`src/rtl/mem_bist_ctrl_if.sv`:
```
// Memory-side port bundle of the BIST controller: write/read strobes, address,
// write data and returned read data. The controller uses master; a memory model or wrapper uses slave.
interface mem_bist_ctrl_if #(
    parameter int ADDR_W = 8,
    parameter int DATA_W = 32
);
    logic              WrEn;
    logic              RdEn;
    logic [1:0]        RdEn_Opcode;
    logic [ADDR_W-1:0] Addr;
    logic [DATA_W-1:0] WrBus;
    logic [DATA_W-1:0] RdBus;

    modport master (
        output WrEn,
        output RdEn,
        output RdEn_Opcode,
        output Addr,
        output WrBus,
        input  RdBus
    );

    modport slave (
        input  WrEn,
        input  RdEn,
        input  RdEn_Opcode,
        input  Addr,
        input  WrBus,
        output RdBus
    );
endinterface

```
`src/rtl/mem_bist_ctrl.sv`:
```
// Self-running write/read-back BIST for the word memory.
// Define MEM_BIST_INVERT_PASS_EN to add a second pass that uses the inverted pattern.
module mem_bist_ctrl #(
    parameter int              ADDR_W       = 8,
    parameter int              DATA_W       = 32,
    parameter int              DEPTH        = 256,
    parameter int              RD_LATENCY   = 2,
    parameter logic [DATA_W-1:0] PATTERN_SEED = '0
) (
    input  logic              clk,
    input  logic              reset,
    input  logic              start,
    output logic              busy,
    output logic              done,
    output logic              pass,
    output logic [ADDR_W+1:0] err_count,
    output logic [ADDR_W-1:0] first_fail_addr,
    mem_bist_ctrl_if.master   mem
);

    localparam int              LAT_W     = (RD_LATENCY > 1) ? $clog2(RD_LATENCY) : 1;
    localparam logic [LAT_W-1:0]  LAT_LAST  = LAT_W'(RD_LATENCY - 1);
    localparam logic [ADDR_W-1:0] ADDR_LAST = ADDR_W'(DEPTH - 1);

    typedef enum logic [1:0] {
        S_IDLE,
        S_WRITE,
        S_READ,
        S_DONE
    } state_t;

    state_t             state_reg, state_next;
    logic [ADDR_W-1:0]  addr_reg, addr_next;
    logic [LAT_W-1:0]   lat_reg, lat_next;
    logic [ADDR_W+1:0]  err_reg, err_next;
    logic [ADDR_W-1:0]  ffa_reg, ffa_next;
    logic               inv;
    logic [DATA_W-1:0]  pattern;

`ifdef MEM_BIST_INVERT_PASS_EN
    logic inv_reg, inv_next;
    assign inv = inv_reg;
`else
    assign inv = 1'b0;
`endif

    // Pattern for the current address; the inverted pass flips every bit.
    assign pattern = (DATA_W'(addr_reg) ^ PATTERN_SEED) ^ {DATA_W{inv}};

    always_ff @(posedge clk or posedge reset) begin
        if (reset) begin
            state_reg <= S_IDLE;
            addr_reg  <= '0;
            lat_reg   <= '0;
            err_reg   <= '0;
            ffa_reg   <= '0;
`ifdef MEM_BIST_INVERT_PASS_EN
            inv_reg   <= 1'b0;
`endif
        end else begin
            state_reg <= state_next;
            addr_reg  <= addr_next;
            lat_reg   <= lat_next;
            err_reg   <= err_next;
            ffa_reg   <= ffa_next;
`ifdef MEM_BIST_INVERT_PASS_EN
            inv_reg   <= inv_next;
`endif
        end
    end

    always_comb begin
        state_next = state_reg;
        addr_next  = addr_reg;
        lat_next   = lat_reg;
        err_next   = err_reg;
        ffa_next   = ffa_reg;
`ifdef MEM_BIST_INVERT_PASS_EN
        inv_next   = inv_reg;
`endif
        case (state_reg)
            S_IDLE, S_DONE: begin
                if (start) begin
                    state_next = S_WRITE;
                    addr_next  = '0;
                    lat_next   = '0;
                    err_next   = '0;
                    ffa_next   = '0;
`ifdef MEM_BIST_INVERT_PASS_EN
                    inv_next   = 1'b0;
`endif
                end
            end
            S_WRITE: begin
                if (addr_reg == ADDR_LAST) begin
                    state_next = S_READ;
                    addr_next  = '0;
                    lat_next   = '0;
                end else begin
                    addr_next = addr_reg + ADDR_W'(1);
                end
            end
            S_READ: begin
                if (lat_reg == LAT_LAST) begin
                    // Last cycle of the hold window: RdBus is valid on this edge.
                    lat_next = '0;
                    if (mem.RdBus != pattern) begin
                        if (err_reg == '0) begin
                            ffa_next = addr_reg;
                        end
                        if (err_reg != '1) begin
                            err_next = err_reg + (ADDR_W+2)'(1);
                        end
                    end
                    if (addr_reg == ADDR_LAST) begin
                        addr_next = '0;
`ifdef MEM_BIST_INVERT_PASS_EN
                        if (!inv_reg) begin
                            inv_next   = 1'b1;
                            state_next = S_WRITE;
                        end else begin
                            state_next = S_DONE;
                        end
`else
                        state_next = S_DONE;
`endif
                    end else begin
                        addr_next = addr_reg + ADDR_W'(1);
                    end
                end else begin
                    lat_next = lat_reg + LAT_W'(1);
                end
            end
            default: state_next = S_IDLE;
        endcase
    end

    // Outputs decode straight from registers so an asynchronous reset clears them at once.
    assign busy            = (state_reg == S_WRITE) || (state_reg == S_READ);
    assign done            = (state_reg == S_DONE);
    assign pass            = done && (err_reg == '0);
    assign err_count       = err_reg;
    assign first_fail_addr = ffa_reg;

    assign mem.WrEn        = (state_reg == S_WRITE);
    assign mem.RdEn        = (state_reg == S_READ);
    assign mem.RdEn_Opcode = 2'b00;
    assign mem.Addr        = busy ? addr_reg : '0;
    assign mem.WrBus       = (state_reg == S_WRITE) ? pattern : '0;

endmodule
```
`src/flat_wrapper.sv`:
```
// flat-port wrapper written by rule: the top's interface ports become plain ports
module mem_bist_ctrl_flat 
#(
    parameter int              ADDR_W       = 8,
    parameter int              DATA_W       = 32,
    parameter int              DEPTH        = 256,
    parameter int              RD_LATENCY   = 2,
    parameter logic [DATA_W-1:0] PATTERN_SEED = '0
)
  (clk, reset, start, busy, done, pass, err_count, first_fail_addr, mem_WrEn, mem_RdEn, mem_RdEn_Opcode, mem_Addr, mem_WrBus, mem_RdBus);
  mem_bist_ctrl_if #(.ADDR_W(ADDR_W), .DATA_W(DATA_W)) mem_i ();
  input  logic clk;
  input  logic reset;
  input  logic start;
  output logic busy;
  output logic done;
  output logic pass;
  output logic [ADDR_W+1:0] err_count;
  output logic [ADDR_W-1:0] first_fail_addr;
  output wire logic [$bits(mem_i.WrEn)-1:0] mem_WrEn;
  output wire logic [$bits(mem_i.RdEn)-1:0] mem_RdEn;
  output wire logic [$bits(mem_i.RdEn_Opcode)-1:0] mem_RdEn_Opcode;
  output wire logic [$bits(mem_i.Addr)-1:0] mem_Addr;
  output wire logic [$bits(mem_i.WrBus)-1:0] mem_WrBus;
  input wire logic [$bits(mem_i.RdBus)-1:0] mem_RdBus;
  assign mem_WrEn = mem_i.WrEn;
  assign mem_RdEn = mem_i.RdEn;
  assign mem_RdEn_Opcode = mem_i.RdEn_Opcode;
  assign mem_Addr = mem_i.Addr;
  assign mem_WrBus = mem_i.WrBus;
  assign mem_i.RdBus = mem_RdBus;
  mem_bist_ctrl #(.ADDR_W(ADDR_W), .DATA_W(DATA_W), .DEPTH(DEPTH), .RD_LATENCY(RD_LATENCY), .PATTERN_SEED(PATTERN_SEED)) u_core (.clk(clk), .reset(reset), .start(start), .busy(busy), .done(done), .pass(pass), .err_count(err_count), .first_fail_addr(first_fail_addr), .mem(mem_i));
endmodule
```
`config.mk`:
```
export PLATFORM = sky130hd
export DESIGN_NAME = mem_bist_ctrl_flat
export DESIGN_NICKNAME = d
export VERILOG_FILES = /design/src/rtl/mem_bist_ctrl_if.sv /design/src/rtl/mem_bist_ctrl.sv /design/src/flat_wrapper.sv
export SDC_FILE = /design/constraint.sdc
export NUM_CORES = 1
export LEC_CHECK = 0
export CAP_MARGIN = 20
export CORE_MARGIN = 2
export CORE_UTILIZATION = 43
export DETAILED_ROUTE_END_ITERATION = 8
export DONT_BUFFER_PORTS = 1
export PLACE_DENSITY = 0.62
export SYNTH_ARGS = -nofsm -noshare
export SYNTH_HDL_FRONTEND = slang
export SYNTH_SLANG_ARGS = --single-unit
```
`constraint.sdc`:
```
create_clock -name clk -period 2.3 [get_ports clk]
set_input_delay 0.115 -clock clk [delete_from_list [all_inputs] [get_ports clk]]
set_output_delay 0.115 -clock clk [all_outputs]
set_load 0.05 [all_outputs]
```
* Word-level counts from Yosys, hierarchy flattened
Index checks and enable logic that the tools add are counted.
Widths: inputs -> output; s select.
** Storage, ports and cells
- Register bits after elaboration :: 29
- Output and inout bits :: 65
- Word-level logic and storage cells :: 56
- Input bits :: 35
** Cells by class
- Reduce and logical (&&, ||, !) cells :: 11
- Equality and inequality tests :: 13
- Add/sub/neg operators :: 3
- Muxes and demuxes :: 24
** Operators by type and width (count)
- $mux 8 :: 8
- $mux 10 :: 4
- $ne 32x8->1 :: 1
- $pmux 8 s3 :: 1
- $pmux 10 s2 :: 1
- $pmux 8 s2 :: 1
- $ne 2x1->1 const B :: 6
- $add 10x1->10 const B :: 1
- $logic_not 10->1 :: 1
- $ne 10x10->1 const B :: 1
- $reduce_and 5->1 :: 2
- $add 8x1->8 const B :: 1
- $eq 8x8->1 const B :: 1
- $mux 2 :: 4
- $pmux 2 s3 :: 1
- $eq 2x2->1 const B :: 2
- $reduce_and 2->1 :: 2
- $reduce_and 4->1 :: 1
- $mux 1 :: 3
- $pmux 1 s3 :: 1
- $eq 2x1->1 const B :: 1
- $logic_not 2->1 :: 1
- $ne 2x2->1 const B :: 1
- $reduce_bool 2->1 :: 1
- 4 further kinds :: 4

* Logic depth before layout (Yosys ltp)
- Depth after elaboration :: 5
- Depth in mapped cells :: 9
- Gate-level depth less buffers :: 7

* Worst setup path before layout
OpenSTA, ideal clock, no wires.
- Kind :: flip-flop to flip-flop
- From :: register u_core.state_reg[0]
- To :: register u_core.err_reg[6] (netlist: u_core.err_count[6])
- Arrival :: 2.284 ns
- Period minus slack after synthesis :: 2.403 ns
- Buffers on the path :: 2
- Path slack :: -0.103 ns
- Data required time :: 2.182 ns
- Cell stages (with the launch flop) :: 10
- Library setup time :: 0.118 ns
- Path through :: dfrtp_1 -> inv_1 -> ha_1 -> buf_2 -> nor4b_2 -> nand4_1 -> nor4_2 -> buf_2 -> o21ai_1 -> a21o_1
** Between the ends
- Elaborated cells on any way between the ends :: 11
- Classes of those cells :: eq/ne: 6; mux: 1; reduce/logical: 4
** RTL lines
- from (decl) :: RTL line mem_bist_ctrl.sv:32 : state_t state_reg, state_next;
- from (signal assigned) :: RTL line mem_bist_ctrl.sv:61 : state_reg <= state_next;
- $eq 2x2->1 (*)
- net mem_RdEn :: RTL line flat_wrapper.sv:21 : output wire logic [$bits(mem_i.RdEn)-1:0] mem_RdEn;
- $ne 2x1->1 (no line) or $reduce_bool 2->1 (tied branches)
- $reduce_and 5->1 (no line)
- to (signal assigned) :: RTL line mem_bist_ctrl.sv:64 : err_reg <= err_next;
- to (decl) :: RTL line mem_bist_ctrl.sv:35 : logic [ADDR_W+1:0] err_reg, err_next;
The timed path passes the listed nets; every way through them passes the cells marked *.
A chain may end at the register's enable or synchronous reset.

* Worst setup path after layout
- From :: register u_core.state_reg[1]
- To :: register u_core.ffa_reg[3] (netlist: u_core.first_fail_addr[3])
** Between the ends
- Word-level cells in the longest chain between the ends :: 4
- Elaborated cells on any way between the ends :: 11
- Classes of those cells :: eq/ne: 6; mux: 1; reduce/logical: 4
** RTL lines
- $eq 2x2->1 or $logic_not 2->1 (tied branches) :: RTL line mem_bist_ctrl.sv:81 : case (state_reg)
- $reduce_or 2->1 :: RTL line mem_bist_ctrl.sv:81
- $ne 2x2->1 (no line) or $reduce_bool 2->1 (tied branches)
- $reduce_and 5->1 (no line)
- to (signal assigned) :: RTL line mem_bist_ctrl.sv:65 : ffa_reg <= ffa_next;
- to (decl) :: RTL line mem_bist_ctrl.sv:36 : logic [ADDR_W-1:0] ffa_reg, ffa_next;
Several ways; a longest one is shown, not always the timed one.

==> results.sh <==
export IMPL_vdd_drop_max_mv=0.923
export IMPL_cts_setup_buffers=0
export IMPL_ctsHtreeMaxLevel=2
export IMPL_worst_r2r_startpoint="u_core.state_reg[1]"
export IMPL_critical_path_startpoint="u_core.state_reg[1]"
export IMPL_yosys_warnings=0
export IMPL_post_layout_total_power_uw=3140
export IMPL_period_needed_ps=2020
export IMPL_yosysUniqueCellTypes=45
export IMPL_groute_layer_met2_usage_pct=28.9
export IMPL_drtPass1Iterations=4
export IMPL_grt_met1_usage_pct=25.6
export IMPL_timing_critical_path_slowest_cell_delay_ps=410
export IMPL_post_route_util_pct=51.1
export IMPL_drt_wirelength_um=5190
export IMPL_clock_tree_root_cell="clkbuf_8"
export IMPL_crit_chain="ha_2 -> nor4b_2 -> nand4_1 -> nor4_2 -> buf_4 -> a211o_1 -> buf_12 -> mux2i_1"
export IMPL_startpoint_type="flop"
export IMPL_cts_hold_repair_buffers=1
export IMPL_drt_iter0_drc=115
export IMPL_ff2ff_setup_slack_ps=280
export IMPL_final_total_negative_setup_slack_ps=0
export IMPL_clock_fmax_mhz=495
export IMPL_ios=100
export IMPL_detail_route_vias_per_cell=5.26
export IMPL_layout_cells_most_common_list="33 x buf_4, 29 x dfrtp_1, 26 x nand2_1, 26 x conb_1, 18 x inv_1"
export IMPL_maxSlewViolCount=0
export IMPL_grt_first_pass_wirelength_um=7850
export IMPL_synth_yosys_seq_area_share_pct=33.5
export IMPL_overflow=0
export IMPL_hp_start="start"
export IMPL_hpwl_um=4000
export IMPL_top_usage_layer="met2"
export IMPL_via_count=1845
export IMPL_power_switching_share_pct=52.5
export IMPL_timing_max_slew_rel_slack_pct=60.9
export IMPL_tritoncts="done"
export IMPL_cts_made_buffers=5
export IMPL_detail_route_drc_violations=0
export IMPL_arrival_ps=2230
export IMPL_cellLeakagePower_uw=0.00112
export IMPL_clock_insertion_delay_worst_skew_ps=290
export IMPL_sequentialPowerShare_pct=24.8
export IMPL_fin_crit_sh_pct=87.9
export IMPL_place_port_buffers=0
export IMPL_crit_path_top_delay_cell="dfrtp_1"
export IMPL_maximum_number_of_pins_on_one_net_before_global_route_repair=30
export IMPL_clock_skew_ps=7.87
export IMPL_number_of_flops_mapped_to_enable_cells_by_yosys=0
export IMPL_floorplan_core_area_um2=4790
export IMPL_wp_data_required_ps=2500
export IMPL_grt_antenna_before_repair=0
export IMPL_mostFrequentLayoutCell="buf_4"
export IMPL_tightestPinTransition_ps=580
export IMPL_cell_area_after_synthesis_um2=2170
export IMPL_worst_setup_path_end_kind="flop"
export IMPL_post_synth_inst_count=257
export IMPL_largest_register_ff_count=10
export IMPL_fp_dieArea_um2=5620
export IMPL_path_clk_slew_ps=60
export IMPL_syn_mean_instance_area_um2=8.43
export IMPL_pwr_share_comb_pct=60.4
export IMPL_rows=25
export IMPL_ant_nets=0
export IMPL_clk_path_buf_depth=2
export IMPL_setup_viol=0
export IMPL_vias_in_the_first_global_route=1638
export IMPL_num_antenna_cells=0
export IMPL_rsz0062_at_grt="false"
export IMPL_fin_nets=325
export IMPL_floorplan_initialDensity_pct=45.3
export IMPL_critical_path_class="flop to flop"
export IMPL_syn_to_final_growth_pct=12.8
export IMPL_wl_per_cell_um=14.8
export IMPL_hold_class="input pin to flop"
export IMPL_gpl_final_weighted_congestion=0.838
export IMPL_finalHoldViolCount=0
export IMPL_layout_cells_sized_above_1_pct=16.9
export IMPL_max_cap_violations=0
export IMPL_cts_resized=0
export IMPL_synth_async_sr_flop_share_pct=100
export IMPL_die_width_um=75.0
export IMPL_pwr_share_clk_pct=14.8
export IMPL_number_of_flip_flops_and_latches_in_the_synthesized_netlist=29
export IMPL_groute_usage_overall_pct=18.9
export IMPL_grt_util_met3_pct=5.49
export IMPL_cp_max_fo=13
export IMPL_internal_power_uw=1490
export IMPL_status="finished, final reports clean"
export IMPL_fp_dieH_um=75.0
export IMPL_powerDensity_nw_per_um2=1280
export IMPL_cts_num_sinks=29
export IMPL_yosys_most_used_dff="dfrtp_1"
export IMPL_switchingPower_uw=1650
-- area by class of cell --
cell class / count / area [µm²]
clock buffer: 7 / 96.3
clock inverter: 1 / 5.00
fill: 488 / 2340
inverter: 18 / 67.6
multi-input combinational: 194 / 1190
sequential: 29 / 726
tap: 67 / 83.8
timing repair buffer: 35 / 278
-- through the flow --
| stage | worst slack [ps] | std cells | cell area, µm² | hold WS (ps) |
|---|---|---|---|---|
| 3_5_place_dp | 261 | 342 | 2330 | 102 |
| 4_1_cts | 234 | 351 | 2440 | 15.2 |
| 3_3_place_gp | 307 | 342 | 2330 | 109 |
| 2_1_floorplan | 59.5 | 282 | 2260 | 193 |
| 5_1_grt | 61.6 | 351 | 2440 | 29.6 |
| 6_report | 278 | 351 | 2440 | 20.5 |
-- routing by layer --
metal,share of wire [%],vias to the layer above
li1,-,879
met1,44,868
met2,47,90
met3,7.3,8
met4,1.3,0
met5,0,-
-- synth_stat cells, types with 2 or more instances --
cell | n | area (µm²)
buf_6 | 2 | 22.5
nand2b_1 | 4 | 25.0
o21ai_0 | 12 | 60.1
buf_2 | 9 | 45.0
buf_4 | 27 | 203
nand4_1 | 9 | 56.3
mux2i_1 | 8 | 80.1
dfrtp_1 | 29 | 726
o21ai_1 | 2 | 10.0
o311ai_1 | 2 | 17.5
nand3b_1 | 4 | 30.0
and3_1 | 2 | 12.5
and2_1 | 10 | 62.6
nand2_1 | 26 | 97.6
nand4b_1 | 2 | 17.5
nor3_1 | 5 | 25.0
nor2_1 | 11 | 41.3
nor4_1 | 7 | 43.8
a21oi_1 | 3 | 15.0
xnor2_1 | 9 | 78.8
a21o_1 | 2 | 15.0
o31ai_1 | 3 | 22.5
clkbuf_1 | 3 | 11.3
o41ai_1 | 2 | 17.5
nor2b_1 | 10 | 62.6
ha_1 | 7 | 87.6
inv_1 | 18 | 67.6
nand3_1 | 9 | 45.0
o22ai_1 | 3 | 18.8
a22o_1 | 2 | 17.5
-- power groups by stage --
stage / logic [µW] / clock network (µW) / registers (µW)
after CTS: 1900 / 477 / 778
after detailed placement: 1890 / 0 / 787
final: 1900 / 466 / 777
after global placement: 1880 / 0 / 782
after floorplan: 1460 / 0 / 822
after global routing: 2060 / 503 / 786
-- logic make-up (layout without fill, tap and decap cells) --
family | Yosys count | after routing | share of synthesized area [%]
multiplexers | 8 | 8 | 3.70
other | 1 | 26 | 0.173
AND/OR/NAND/NOR | 105 | 105 | 27.0
XOR/XNOR | 10 | 10 | 4.04
flip-flops | 29 | 29 | 33.5
AO/OA/AOI/OAI | 38 | 38 | 11.5
adder cells (fa/ha/maj) | 7 | 7 | 4.04
buffers and inverters | 59 | 61 | 16.1
-- worst max-delay path: cells and delay by family (launching register included) --
family                     cells  cell delay (ps)
buffers and inverters          2              360
AOI/OAI and AO/OA              1              170
DFF                            1              410
adders and majority gates      1              230
muxes                          1              190
and+or+nand+nor                3              570
-- worst paths after layout --
check,depth (start not counted),endpoint
worst max-delay path,8,u_core.first_fail_addr[3]
worst min-delay path,2,u_core.state_reg[1]
worst max register to register,8,u_core.first_fail_addr[3]
worst min register to register,1,u_core.state_reg[1]
max in group asynchronous,3,u_core.err_count[1]
min in group asynchronous,3,u_core.err_count[4]
(Power assumes the default switching activity.)
